`config.mk`:
```
export PLATFORM = sky130hd
export DESIGN_NAME = tile_spawner
export DESIGN_NICKNAME = d
export VERILOG_FILES = /design/src/rtl/tile_pkg.sv /design/src/rtl/spawn_timer.sv /design/src/rtl/tile_spawner.sv
export SDC_FILE = /design/constraint.sdc
export NUM_CORES = 1
export LEC_CHECK = 0
export ABC_AREA = 0
export BUFFER_PORTS_ARGS = -buffer_cell sky130_fd_sc_hd__buf_4
export CORE_ASPECT_RATIO = 0.75
export CORE_MARGIN = 5
export CORE_UTILIZATION = 25
export CTS_BUF_LIST = sky130_fd_sc_hd__clkbuf_16
export CTS_CLUSTER_DIAMETER = 50
export DETAILED_ROUTE_END_ITERATION = 7
export HOLD_SLACK_MARGIN = 0.1
export PLACE_DENSITY_LB_ADDON = 0.05
export SYNTH_ARGS = -nofsm -noshare
export SYNTH_HDL_FRONTEND = slang
export SYNTH_SLANG_ARGS = --single-unit
```
`constraint.sdc`:
```
create_clock -name clk -period 7.2 [get_ports clk]
set_input_delay 0.36 -clock clk [delete_from_list [all_inputs] [get_ports clk]]
set_output_delay 0.36 -clock clk [all_outputs]
set_load 0.01 [all_outputs]
```
`src/rtl/tile_pkg.sv`:
```
// Shared types and helpers for the tile spawner: FSM state encoding and lane one-hot mapping.
package tile_pkg;

  typedef enum logic [1:0] {
    IDLE,
    RUN,
    PAUSE
  } state_t;

  localparam int LEVEL_MAX = 255;

  // idx 0 maps to the MSB lane; out-of-range indices give an empty (gap) row.
  function automatic logic [7:0] idx_to_onehot(input int idx, input int lanes);
    logic [7:0] oh;
    oh = '0;
    if (idx >= 0 && idx < lanes) oh = 8'(1) << (lanes - 1 - idx);
    return oh;
  endfunction

endpackage

```
`src/rtl/spawn_timer.sv`:
```
// Spawn interval counter with difficulty ramp: emits a tick every period_cur active cycles
// and shortens the period every STEP_EVERY ticks down to PERIOD_MIN.
module spawn_timer
  import tile_pkg::*;
#(
  parameter int CNT_W       = 26,
  parameter int PERIOD_INIT = 25000000,
  parameter int PERIOD_MIN  = 6250000,
  parameter int PERIOD_STEP = 1000000,
  parameter int STEP_EVERY  = 8
) (
  input  logic             clk,
  input  logic             rst_n,
  input  logic             en,
  input  logic             restart,
  input  logic             running,
  output logic             tick,
  output logic [CNT_W-1:0] period_cur,
  output logic [7:0]       level
);

  localparam int SC_W = $clog2(STEP_EVERY + 1);

  logic [CNT_W-1:0] cnt;
  logic [CNT_W-1:0] headroom;
  logic [CNT_W-1:0] period_nxt;
  logic [SC_W-1:0]  step_cnt;
  logic             first_pend;
  logic             active;
  logic             step_due;

  // first_pend forces the very first tick of a run without waiting a full interval.
  assign active     = running && en && !restart;
  assign tick       = active && (first_pend || cnt == period_cur - CNT_W'(1));
  assign step_due   = (step_cnt == SC_W'(STEP_EVERY - 1));
  assign headroom   = period_cur - CNT_W'(PERIOD_MIN);
  assign period_nxt = (headroom > CNT_W'(PERIOD_STEP)) ? period_cur - CNT_W'(PERIOD_STEP)
                                                        : CNT_W'(PERIOD_MIN);

  always_ff @(posedge clk or negedge rst_n) begin
    if (!rst_n) begin
      cnt        <= '0;
      period_cur <= CNT_W'(PERIOD_INIT);
      level      <= '0;
      step_cnt   <= '0;
      first_pend <= 1'b1;
    end else if (restart) begin
      cnt        <= '0;
      period_cur <= CNT_W'(PERIOD_INIT);
      level      <= '0;
      step_cnt   <= '0;
      first_pend <= 1'b1;
    end else if (tick) begin
      cnt        <= '0;
      first_pend <= 1'b0;
      if (step_due) begin
        step_cnt   <= '0;
        period_cur <= period_nxt;
        if (period_nxt != period_cur && level != 8'(LEVEL_MAX)) level <= level + 8'd1;
      end else begin
        step_cnt <= step_cnt + SC_W'(1);
      end
    end else if (active) begin
      cnt <= cnt + CNT_W'(1);
    end
  end

endmodule

```
`src/rtl/tile_spawner.sv`:
```
// Run/pause/restart FSM that turns a random word into a one-hot lane pattern on each spawn tick.
// Optional macro NO_REPEAT_EN rotates a valid lane that would repeat the previous valid lane.
module tile_spawner
  import tile_pkg::*;
#(
  parameter int LANES       = 4,
  parameter int RAND_W      = 3,
  parameter int CNT_W       = 26,
  parameter int PERIOD_INIT = 25000000,
  parameter int PERIOD_MIN  = 6250000,
  parameter int PERIOD_STEP = 1000000,
  parameter int STEP_EVERY  = 8
) (
  input  logic              clk,
  input  logic              rst_n,
  input  logic              en,
  input  logic              restart,
  input  logic [RAND_W-1:0] ran,
  output logic [LANES-1:0]  lane,
  output logic              spawn,
  output logic [CNT_W-1:0]  period_cur,
  output logic [7:0]        level
);

  state_t state;
  logic   running;
  logic   tick_p0;
  int     idx_p0;

  assign running = (state != IDLE);

  spawn_timer #(
    .CNT_W      (CNT_W),
    .PERIOD_INIT(PERIOD_INIT),
    .PERIOD_MIN (PERIOD_MIN),
    .PERIOD_STEP(PERIOD_STEP),
    .STEP_EVERY (STEP_EVERY)
  ) u_timer (
    .clk       (clk),
    .rst_n     (rst_n),
    .en        (en),
    .restart   (restart),
    .running   (running),
    .tick      (tick_p0),
    .period_cur(period_cur),
    .level     (level)
  );

`ifdef NO_REPEAT_EN
  logic [RAND_W-1:0] prev_idx;
  logic              prev_vld;

  always_comb begin
    idx_p0 = int'(ran);
    if (prev_vld && idx_p0 < LANES && ran == prev_idx)
      idx_p0 = (idx_p0 + 1 == LANES) ? 0 : idx_p0 + 1;
  end

  // Gap rows leave the previous-lane memory untouched.
  always_ff @(posedge clk or negedge rst_n) begin
    if (!rst_n) begin
      prev_vld <= 1'b0;
      prev_idx <= '0;
    end else if (restart) begin
      prev_vld <= 1'b0;
      prev_idx <= '0;
    end else if (tick_p0 && int'(ran) < LANES) begin
      prev_vld <= 1'b1;
      prev_idx <= RAND_W'(idx_p0);
    end
  end
`else
  assign idx_p0 = int'(ran);
`endif

  // Stage p0 -> p1: tick and lane mapping registered into spawn/lane.
  always_ff @(posedge clk or negedge rst_n) begin
    if (!rst_n) begin
      state <= IDLE;
      lane  <= '0;
      spawn <= 1'b0;
    end else if (restart) begin
      state <= IDLE;
      lane  <= '0;
      spawn <= 1'b0;
    end else begin
      spawn <= tick_p0;
      if (tick_p0) lane <= LANES'(idx_to_onehot(idx_p0, LANES));
      case (state)
        IDLE:    if (en) state <= RUN;
        RUN:     if (!en) state <= PAUSE;
        PAUSE:   if (en) state <= RUN;
        default: state <= IDLE;
      endcase
    end
  end

endmodule

```
# == Yosys cells after proc, flatten, opt, wreduce, memory -nomap -nowiden ==
# Index checks and enable logic that the tools add are counted.
# totals
register_bits,72
input_bits,7
mem_bits_rw,0
rom_bits,0
word_cells,68
latchBits,0
n_memories,0
out_inout_bits,39
# classes
eq_ne,8
n_reduce_logical,17
mux,24
n_lt_le_gt_ge,3
bitwise_logic,0
div_mod_pow,0
multipliers,0
shift,1
add_sub_neg,7
# ops
operator,n
26-bit two-way mux,7
8-bit two-way mux,4
1-bit by 32-bit << shifter with 4-bit output (first input constant),1
26-bit by 1-bit adder with 26-bit output (second input constant),1
26-bit == test,1
26-bit by 20-bit > comparator with 1-bit output (second input constant),1
26-bit inequality test,1
26-bit by 1-bit subtractor with 26-bit output (second input constant),1
26-bit by 20-bit subtractor with 26-bit output (second input constant),1
26-bit by 23-bit subtractor with 26-bit output (second input constant),1
4-bit two-way mux,6
8-bit by 1-bit adder with 8-bit output (second input constant),1
8-bit inequality test (second input constant),1
2-bit nonzero test,4
2-bit two-way mux,3
1-bit logical AND,5
4-bit by 1-bit adder with 4-bit output (second input constant),1
4-bit by 3-bit == test with 1-bit output (second input constant),1
2-bit case mux with 2 select lines,1
2-bit AND reduction,2
2-bit by 3-bit subtractor with 4-bit output (first input constant),1
3-bit by 1-bit >= comparator with 1-bit output (second input constant),1
3-bit < comparator (second input constant),1
1-bit two-way mux,3
other kinds (10),10

# == Longest topological paths before layout ==
# Gate-level depths: netlist of the first run.
# logic_depth
word_depth,9
ltp_mapped,14

# == By module ==
# A second synthesis of the first run with hierarchy kept.
# hier_totals
hier_cells,588
area_unflattened_um2,4994.8
# by_module_without_submodules
mod,instances,area_per_inst_um2,cells_each
spawn_timer,1,4695.8,563
tile_spawner,1,299.0,25

# == Worst setup path before layout of the first run ==
# Ideal clock, no wire load.
# synth_path
path_kind,reg2reg
from,register u_timer.period_cur[6]
to,register u_timer.level[2]
synth_period_minus_slack_ns,3.576
t_arrival_ns,3.452
path_stages_with_launch,14
path_buffers,3
setup_ns,0.125
setup_slack_ns,3.624
path_cell_list,dfstp_2 clkbuf_1 inv_1 ha_1 nor2b_1 clkbuf_1 a31oi_1 nor3_1 xnor2_1 nor4_1 a41oi_1 buf_2 nor4b_1 mux2_2
# synth_between
elab_chain_cells,7
word_cells_on_any_way,13
# synth_rtl
item,line_no,rtl
start: declaration,spawn_timer.sv:18,"output logic [CNT_W-1:0] period_cur,"
start signal: assignment,spawn_timer.sv:43,period_cur <= CNT_W'(PERIOD_INIT);
start signal: assignment,spawn_timer.sv:49,period_cur <= CNT_W'(PERIOD_INIT);
start signal: assignment,spawn_timer.sv:58,period_cur <= period_nxt;
26-bit by 23-bit subtractor with 26-bit output,spawn_timer.sv:36,assign headroom = period_cur - CNT_W'(PERIOD_MIN);
26-bit by 20-bit > comparator with 1-bit output,spawn_timer.sv:37,assign period_nxt = (headroom > CNT_W'(PERIOD_STEP)) ? period_cur - CNT_W'(PERIOD_STEP)
26-bit two-way mux,spawn_timer.sv:37,
26-bit inequality test,spawn_timer.sv:59,if (period_nxt != period_cur && level != 8'(LEVEL_MAX)) level <= level + 8'd1;
1-bit logical AND,spawn_timer.sv:59,
2-bit nonzero test (no source line),-,
3-bit AND reduction (no source line) (*),-,
end signal: assignment,spawn_timer.sv:59,
end: declaration,spawn_timer.sv:19,output logic [7:0] level
# Mark *: on every way between the ends. The rest lies on a longest branch, timed or not.
# A chain may end at the register's enable or synchronous reset.

# == Worst setup path in the final report of the first run ==
# layout_path
from,register u_timer.period_cur[7]
to,register u_timer.period_cur[16]
# layout_between
elab_chain_cells,6
word_cells_on_any_way,13
# layout_rtl
item,line_no
26-bit by 23-bit subtractor with 26-bit output / 26-bit by 1-bit subtractor with 26-bit output (equally long branches),"spawn_timer.sv:36, spawn_timer.sv:34"
26-bit by 20-bit > comparator with 1-bit output / 26-bit == test (equally long branches),"spawn_timer.sv:37, spawn_timer.sv:34"
26-bit two-way mux / 1-bit logical OR (equally long branches),"spawn_timer.sv:37, spawn_timer.sv:34"
26-bit two-way mux / 1-bit logical AND (equally long branches),"spawn_timer.sv:56, spawn_timer.sv:34"
26-bit two-way mux / 2-bit nonzero test (equally long branches),-
26-bit two-way mux / 2-bit AND reduction (equally long branches),-
# Several ways; a longest one is shown, not always the timed one. The select of a mux whose other input is x is not followed.

==> results of run 1 <==
==> layer usage <==
layer / part of all wire (%) / up-vias / track usage [%]
li1: - / 2375 / -
met5: 0 / - / 0
met4: 1.2 / 0 / 3.736
met3: 4.3 / 16 / 3.030
met1: 51 / 2498 / 22.50
met2: 43 / 91 / 22.47
==> timing repair <==
| item | CTS | global route |
|---|---|---|
| endpoints found under the setup margin | 0 | 0 |
| hold buffers | 1 | 0 |
| setup buffers | 0 | 0 |
| hold endpoints to repair | 13 | 0 |
==> critical path, cell delays in order (launching register included) <==
cell     delay (ns)
dfrtp_1        0.48
inv_1          0.14
ha_1           0.26
nor2b_1        0.54
a31oi_1        0.35
nor4_1         0.42
mux2i_1        0.12
nor4_1         0.48
a41o_1         0.76
nand3_1        0.44
o32a_1         0.44
==> power by group <==
part,switching (mW),internal (mW)
clock network,0.186,0.299
registers,0.00751,0.409
logic,0.0430,0.0160
==> registers in the layout, indices dropped and copies added (netlist names) <==
register,count
state,2
u_timer.first_pend,1
u_timer.cnt,26
u_timer.level,8
lane,4
u_timer.step_cnt,4
u_timer.period_cur,26
spawn,1
==> per-stage QoR <==
| step | area (µm²) | setup WS (ns) |
|---|---|---|
| after CTS | 6161 | 2.781 |
| final | 6161 | 2.695 |
| after global placement | 5843 | 2.873 |
| after detailed placement | 5843 | 2.779 |
| after floorplan | 5288 | 3.624 |
| after global routing | 6161 | 2.372 |
==> final cells by class <==
type / instances / area [µm²]
clock buffer: 9 / 225.2
clock inverter: 7 / 82.58
fill: 2277 / 14790
inverter: 17 / 63.81
multi-input combinational: 508 / 3226
sequential: 72 / 1818
tap: 288 / 360.3
timing repair buffer: 51 / 385.4
==> placed cells by master, fill, tap and decap left out, types with 3 or more instances in the layout <==
master / n
a31oi_1: 10
inv_1: 19
a21oi_1: 24
or4_1: 11
nor2_1: 67
o21a_1: 4
xor2_1: 21
and3_1: 12
and4_1: 4
a211o_1: 4
nand3_1: 38
a211oi_1: 8
buf_4: 50
nand4_1: 9
xnor2_1: 38
mux2_2: 8
o221ai_1: 5
nand2b_1: 7
and2_1: 10
dfstp_2: 13
o32a_1: 3
nand2_1: 62
o211ai_1: 11
o21ai_0: 24
mux2i_1: 8
or2_2: 5
nor4b_1: 6
clkbuf_16: 9
nor4_1: 23
ha_1: 7
nor2b_1: 11
nor3_1: 21
o31ai_1: 9
dfrtp_1: 59
or3_1: 5
==> final timing paths <==
check,slack (ns),to,cells after the start,start
worst max-delay path,2.69,u_timer.period_cur[16],10,u_timer.period_cur[7]
worst min-delay path,0.19,state[1],2,en
worst max register to register,2.69,u_timer.period_cur[16],10,u_timer.period_cur[7]
worst min register to register,0.50,u_timer.first_pend,2,u_timer.first_pend
max in group asynchronous,5.70,u_timer.period_cur[8],3,rst_n
min in group asynchronous,0.41,u_timer.cnt[2],2,rst_n
==> kinds of logic (layout without fill, tap and decap cells) <==
| group | Yosys count | in the layout | share of synthesized area [%] |
|---|---|---|---|
| simple gates | 296 | 296 | 28.92 |
| compound gates | 130 | 130 | 17.09 |
| flops | 72 | 72 | 34.38 |
| buf+inv | 66 | 84 | 4.969 |
| xor+xnor | 59 | 59 | 9.773 |
| mux | 16 | 16 | 3.218 |
| fa+ha+maj | 7 | 7 | 1.656 |
==> summary.txt, run 1 <==
================================================================================
Status ............................................................    completed
Row count .........................................................           46
Horiz. Die Dim ....................................................     177.9 µm
Power density of the placed cells ................................. 156.0 mW/mm²
Async set-or-reset flop fraction in the synthesized netlist .......       100.0%
Fin Clk Skew ......................................................  0.008073 ns
IO Port Bufs ......................................................           45
Overflow left after global routing ................................            0
Worst Max-Slew Pin Slew ...........................................     1.132 ns
Maximum number of pins on one net before global-route repair ......           59
Slew headroom .....................................................       24.33%
Antenna Violating Nets Remaining ..................................            0
Share of the clock period used by the worst path ..................       62.58%
CTS tree ..........................................................          yes
Non-filler cells, final ...........................................          952
Resized Gates After CTS ...........................................            0
CTS root buf ......................................................    clkbuf_16
Arr. time, crit path ..............................................      4.78 ns
H-Tree Level Count ................................................            3
Count of yosys warnings during synthesis ..........................            0
Die area ..........................................................  0.02419 mm²
Clock slew at reported path FFs ...................................      0.06 ns
Detailed-route DRC error count ....................................            0
Sink count of the clock tree ......................................           72
Wire length after detailed routing ................................     18110 µm
Final setup violation count .......................................            0
Distinct cells, synth .............................................           63
Synth cell count leaders .......................................... nor2_1, nand2_1, dfrtp_1
Setup repair after global routing missed its margin ...............           no
Syn avg cell area .................................................    8.185 µm²
First-pass GRT wire length ........................................     28650 µm
Starting DRT DRC Count ............................................          409
Core footprint ....................................................  0.02095 mm²
Final cell utilization of the core ................................       29.41%
Count of flip-flops with a built-in enable after synthesis ........            0
Required time of the critical path ................................      7.48 ns
Cell with the most instances after synthesis ......................       nor2_1
Largest area contributor in the netlist ...........................      dfrtp_1
Half-perimeter wire length after detailed placement ...............     12750 µm
Fin crit period ...................................................     4.505 ns
Net count after synthesis .........................................          660
Antenna violations before repair ..................................            0
Clock latency on the worst-skew pair ..............................      0.35 ns
Per-cell via count in the routed design ...........................        5.231
Most used flip-flop cell after synthesis ..........................      dfrtp_1
Height of the die .................................................     135.9 µm
IO Pins ...........................................................           46
Sequential-to-total area share from yosys stat ....................       34.38%
Worst min-delay path class ........................................ input pin to flop
Drt first pass iters ..............................................            5
WL per Instance ...................................................     19.02 µm
Crit-path max FO ..................................................           15
Setup TNS .........................................................         0 ns
Syn-to-layout area delta ..........................................       16.52%
Critical path type ................................................ flop to flop
Number of placed instances, taps included .........................          935
Final weighted congestion in routability-driven placement .........       0.8149
Final Hold Violating Endpoints ....................................            0
Max-slew violation total from the final report ....................            0
Routed via count ..................................................         4980
Total chip power ..................................................    0.9608 mW
Combined global-route utilization of all metal layers .............       15.16%
Antenna Diode Count ...............................................            0
Kind of start point of the critical path ..........................         flop
Syn Std Cell Area ................................................. 0.005288 mm²
Proportion of layout cells with a drive suffix above 1 ............       14.46%
Fraction of post-synthesis cell area in the top cell type by area .       27.92%
Max Cap Violations ................................................            0
Fmax ..............................................................   0.2220 GHz
Number of nets in the layout ......................................          673
Syn Inst Count ....................................................          646
Effective utilization at floorplan ................................       25.24%
Max Buffers Root-to-Sink ..........................................            2
Clock buffers created by TritonCTS ................................            9
Worst IR Drop VDD .................................................     75.79 µV
LEAKAGE ...........................................................     2.370 nW
Via count of the first global-routing pass ........................         4848
Synthesis-stage register bit count ................................           72
Smallest hold slack ...............................................    0.1886 ns
Kind of capture point of the worst setup path .....................         flop
Top post-synthesis cells by area .................................. dfrtp_1, dfstp_2, xnor2_1
================================================================================
Power figures use the tool's default switching activity.
==> run 2: changes to the inputs <==
ABC_AREA = 1   (was 0)
clock period = 3.67 ns   (was 7.2 ns; I/O delays follow)
==> summary.txt, run 2 <==
================================================================================
Syn avg cell area .................................................    6.471 µm²   -21%
Depth of the worst register-to-register path ......................           20   +10
Net switching power figure ........................................    0.8768 mW   +270%
Row count .........................................................           48   +4.3%
Cell with the most instances after synthesis ......................      nand2_1
Die area ..........................................................  0.02673 mm²   +10%
Combined global-route utilization of all metal layers .............       16.44%   +1.3 points
Required time of the critical path ................................      3.90 ns   -3.58 ns
Drt first pass iters ..............................................            5   unchanged
Antenna Violating Nets Remaining ..................................            0   unchanged
Worst min-delay path class ........................................ input pin to flop
Net count after synthesis .........................................          923   +40%
Top post-synthesis cells by area .................................. dfrtp_1, nand2_1, nand3_1
Synthesis-stage register bit count ................................           72   unchanged
Most common library cell in the layout ignoring fill and taps .....      nand2_1
Maximum number of pins on one net before global-route repair ......           56   -5.1%
Int Pwr ...........................................................     1.575 mW   +120%
Clock latency on the worst-skew pair ..............................      0.35 ns   about the same
Core footprint ....................................................  0.02306 mm²   +10%
Half-perimeter wire length after detailed placement ...............     16390 µm   +29%
Clock buffers created by TritonCTS ................................            9   unchanged
Horiz. Die Dim ....................................................     187.1 µm   +5.2%
CTS root buf ......................................................    clkbuf_16
Smallest hold slack ...............................................    0.2041 ns   +0.01551 ns
Per-cell via count in the routed design ...........................        4.686   -10%
Final setup violation count .......................................            0   unchanged
Routed via count ..................................................         5876   +18%
Fmax ..............................................................   0.3087 GHz   +39%
Placed Instance Area .............................................. 0.006518 mm²   +12%
Finished Cell Area ................................................ 0.006847 mm²   +11%
Max Cap Violations ................................................            0   unchanged
Fin crit period ...................................................     3.240 ns   -1.266 ns
Power share of the clock group ....................................        37.7%   -13 points
Height of the die .................................................     142.8 µm   +5.1%
Antenna Diode Count ...............................................            0   unchanged
Kind of capture point of the worst setup path .....................         flop
Crit path to ...................................................... u_timer.level[7]
Switch share ......................................................       35.77%   +11 points
Clock slew at reported path FFs ...................................      0.06 ns   about the same
Launching point of the worst reg2reg path ......................... u_timer.period_cur[6]
Starting DRT DRC Count ............................................          388   -5.1%
Effective utilization at floorplan ................................       25.50%   +0.27 points
Largest registers ................................................. u_timer.cnt (26), u_timer.period_cur (26), u_timer.level (8)
Via count of the first global-routing pass ........................         5832   +20%
Wire length after detailed routing ................................     21620 µm   +19%
Count of flip-flops with a built-in enable after synthesis ........            0   unchanged
Worst Setup SP .................................................... u_timer.period_cur[6]
IO Pins ...........................................................           46   unchanged
Critical path type ................................................ flop to flop
Final Hold Violating Endpoints ....................................            0   unchanged
Fraction of post-synthesis cell area in the top cell type by area .       25.10%   -2.8 points
Worst IR Drop VDD .................................................     221.1 µV   +190%
Worst Max-Slew Pin Slew ...........................................    0.8773 ns   -0.2551 ns
Syn-to-layout area delta ..........................................       16.40%   about the same
FF-to-FF setup slack ..............................................      0.43 ns   -2.26 ns
Max layer used ....................................................         met4
Detailed-route DRC error count ....................................            0   unchanged
Max-slew violation total from the final report ....................            0   unchanged
Fin Clk Skew ......................................................   0.01529 ns   +0.007213 ns
Distinct cells, synth .............................................           39   -38%
Power density of the placed cells ................................. 358.1 mW/mm²   +130%
Slew headroom .....................................................       41.52%   +17 points
Most used flip-flop cell after synthesis ..........................      dfrtp_1
Synth cell count leaders .......................................... nand2_1, nor2_1, nand3_1
Number of post-CTS setup repair buffers ...........................            0   unchanged
LEAKAGE ...........................................................     3.354 nW   +42%
Count of yosys warnings during synthesis ..........................            0   unchanged
Crit-path max FO ..................................................            8   -7
Part of the power in registers ....................................        38.7%   -4.7 points
Share of the clock period used by the worst path ..................       88.27%   +26 points
Gate power share ..................................................        23.6%   +18 points
Largest area contributor in the netlist ...........................      dfrtp_1
First-pass GRT wire length ........................................     34360 µm   +20%
Syn Std Cell Area ................................................. 0.005882 mm²   +11%
Final cell utilization of the core ................................       29.69%   +0.28 points
Antenna violations before repair ..................................            0   unchanged
Setup repair after global routing missed its margin ...............           no
Sequential-to-total area share from yosys stat ....................       30.91%   -3.5 points
H-Tree Level Count ................................................            3   unchanged
Arr. time, crit path ..............................................      3.47 ns   -1.31 ns
Kind of start point of the critical path ..........................         flop
IO Port Bufs ......................................................           45   unchanged
Syn Inst Count ....................................................          909   +41%
Max Buffers Root-to-Sink ..........................................            2   unchanged
Proportion of layout cells with a drive suffix above 1 ............       12.58%   -1.9 points
Number of nets in the layout ......................................          963   +43%
Status ............................................................    completed
Met3 wire length ..................................................       924 µm   +18%
Detailed route wirelength on metal2 ...............................      8626 µm   +10%
Crit Reg-Reg Endpoint ............................................. u_timer.level[7]
Final weighted congestion in routability-driven placement .........       0.8540   +4.8%
CTS tree ..........................................................          yes
Setup TNS .........................................................         0 ns   unchanged
Sink count of the clock tree ......................................           72   unchanged
Overflow left after global routing ................................            0   unchanged
WL per Instance ...................................................     17.24 µm   -9.3%
Highest-count cells in the layout ignoring fill and taps .......... nand2_1, nor2_1, nand3_1
Metal1 wirelength .................................................     11920 µm   +28%
Async set-or-reset flop fraction in the synthesized netlist .......       100.0%   unchanged
================================================================================
==> run 2: cell count changes after synthesis, sizes merged, moves of 32 or more <==
cell and change:
xor2 +32, inv +77, nand3 +66, nor2 +67
nand2 +233
==> run 2: cell type report <==
class	instances	area [µm²]
Clock inverter	7	71.32
Timing Repair Buffer	61	465.4
Inverter	96	360.3
Sequential cell	72	1818
Multi-Input combinational cell	709	3531
Tap cell	300	375.4
Clock buffer	9	225.2
Fill cell	2642	16220
==> run 2: what timing repair did <==
item,in CTS,in global routing
endpoints found under the hold margin,43,0
resized for setup,0,1
hold buffers,3,0
endpoints found under the setup margin,0,1
==> run 2: cell families (layout without fill, tap and decap cells) <==
kind of cell	Yosys count	in the layout	share of synthesized area, %
XOR/XNOR	62	62	9.700
AND/OR/NAND/NOR	597	597	44.61
flip-flops	72	72	30.91
adder cells (fa/ha/maj)	7	7	1.489
AO/OA/AOI/OAI	43	43	4.191
buffers and inverters	128	173	9.105
==> run 2: critical path: stages (launching register included) <==
cell      delay [ns]
dfstp_2         0.63
inv_1           0.13
ha_1            0.31
inv_1           0.10
nor2_1          0.05
nand2_1         0.25
nand2_1         0.13
nand2_1         0.12
nand2_1         0.06
o21ai_1         0.14
inv_1           0.09
nand2_1         0.06
nand2_1         0.06
nand2_1         0.08
nand2_1         0.09
nand3_1         0.14
nand2_1         0.12
o21bai_4        0.24
nand2_2         0.18
nand2_1         0.09
nand2_1         0.05
==> run 2: power groups by stage <==
stage | Sequential, mW | Combinational, mW | Clock, mW
2_1_floorplan | 0.908 | 0.399 | 0
3_3_place_gp | 0.967 | 0.583 | 0
3_5_place_dp | 0.964 | 0.574 | 0
4_1_cts | 0.950 | 0.580 | 0.965
5_1_grt | 0.958 | 0.656 | 0.982
6_report | 0.949 | 0.578 | 0.925
==> run 2: through the flow <==
stage	std cells	setup WS (ns)	power [mW]
5_1_grt	1254	0.1004	2.596
2_1_floorplan	909	1.100	1.308
4_1_cts	1254	0.3810	2.495
3_3_place_gp	1235	0.4233	1.550
6_report	1254	0.4305	2.452
3_5_place_dp	1235	0.4193	1.537
==> run 2: how the worst min path moves through the flow <==
stage                            endpoint  cells after the start   start
floorplan                         lane[0]                      0   rst_n
global placement    u_timer.period_cur[9]                      1   rst_n
detailed placement  u_timer.period_cur[9]                      1   rst_n
CTS                               lane[1]                      5  ran[0]
global route                      lane[1]                      5  ran[0]
finish                            lane[0]                      6  ran[2]
==> run 2: routing by layer <==
metal,vias up,global-route usage [%]
met5,-,0
met4,0,3.384
met3,9,2.468
met2,118,23.94
met1,2783,25.58
li1,2966,-
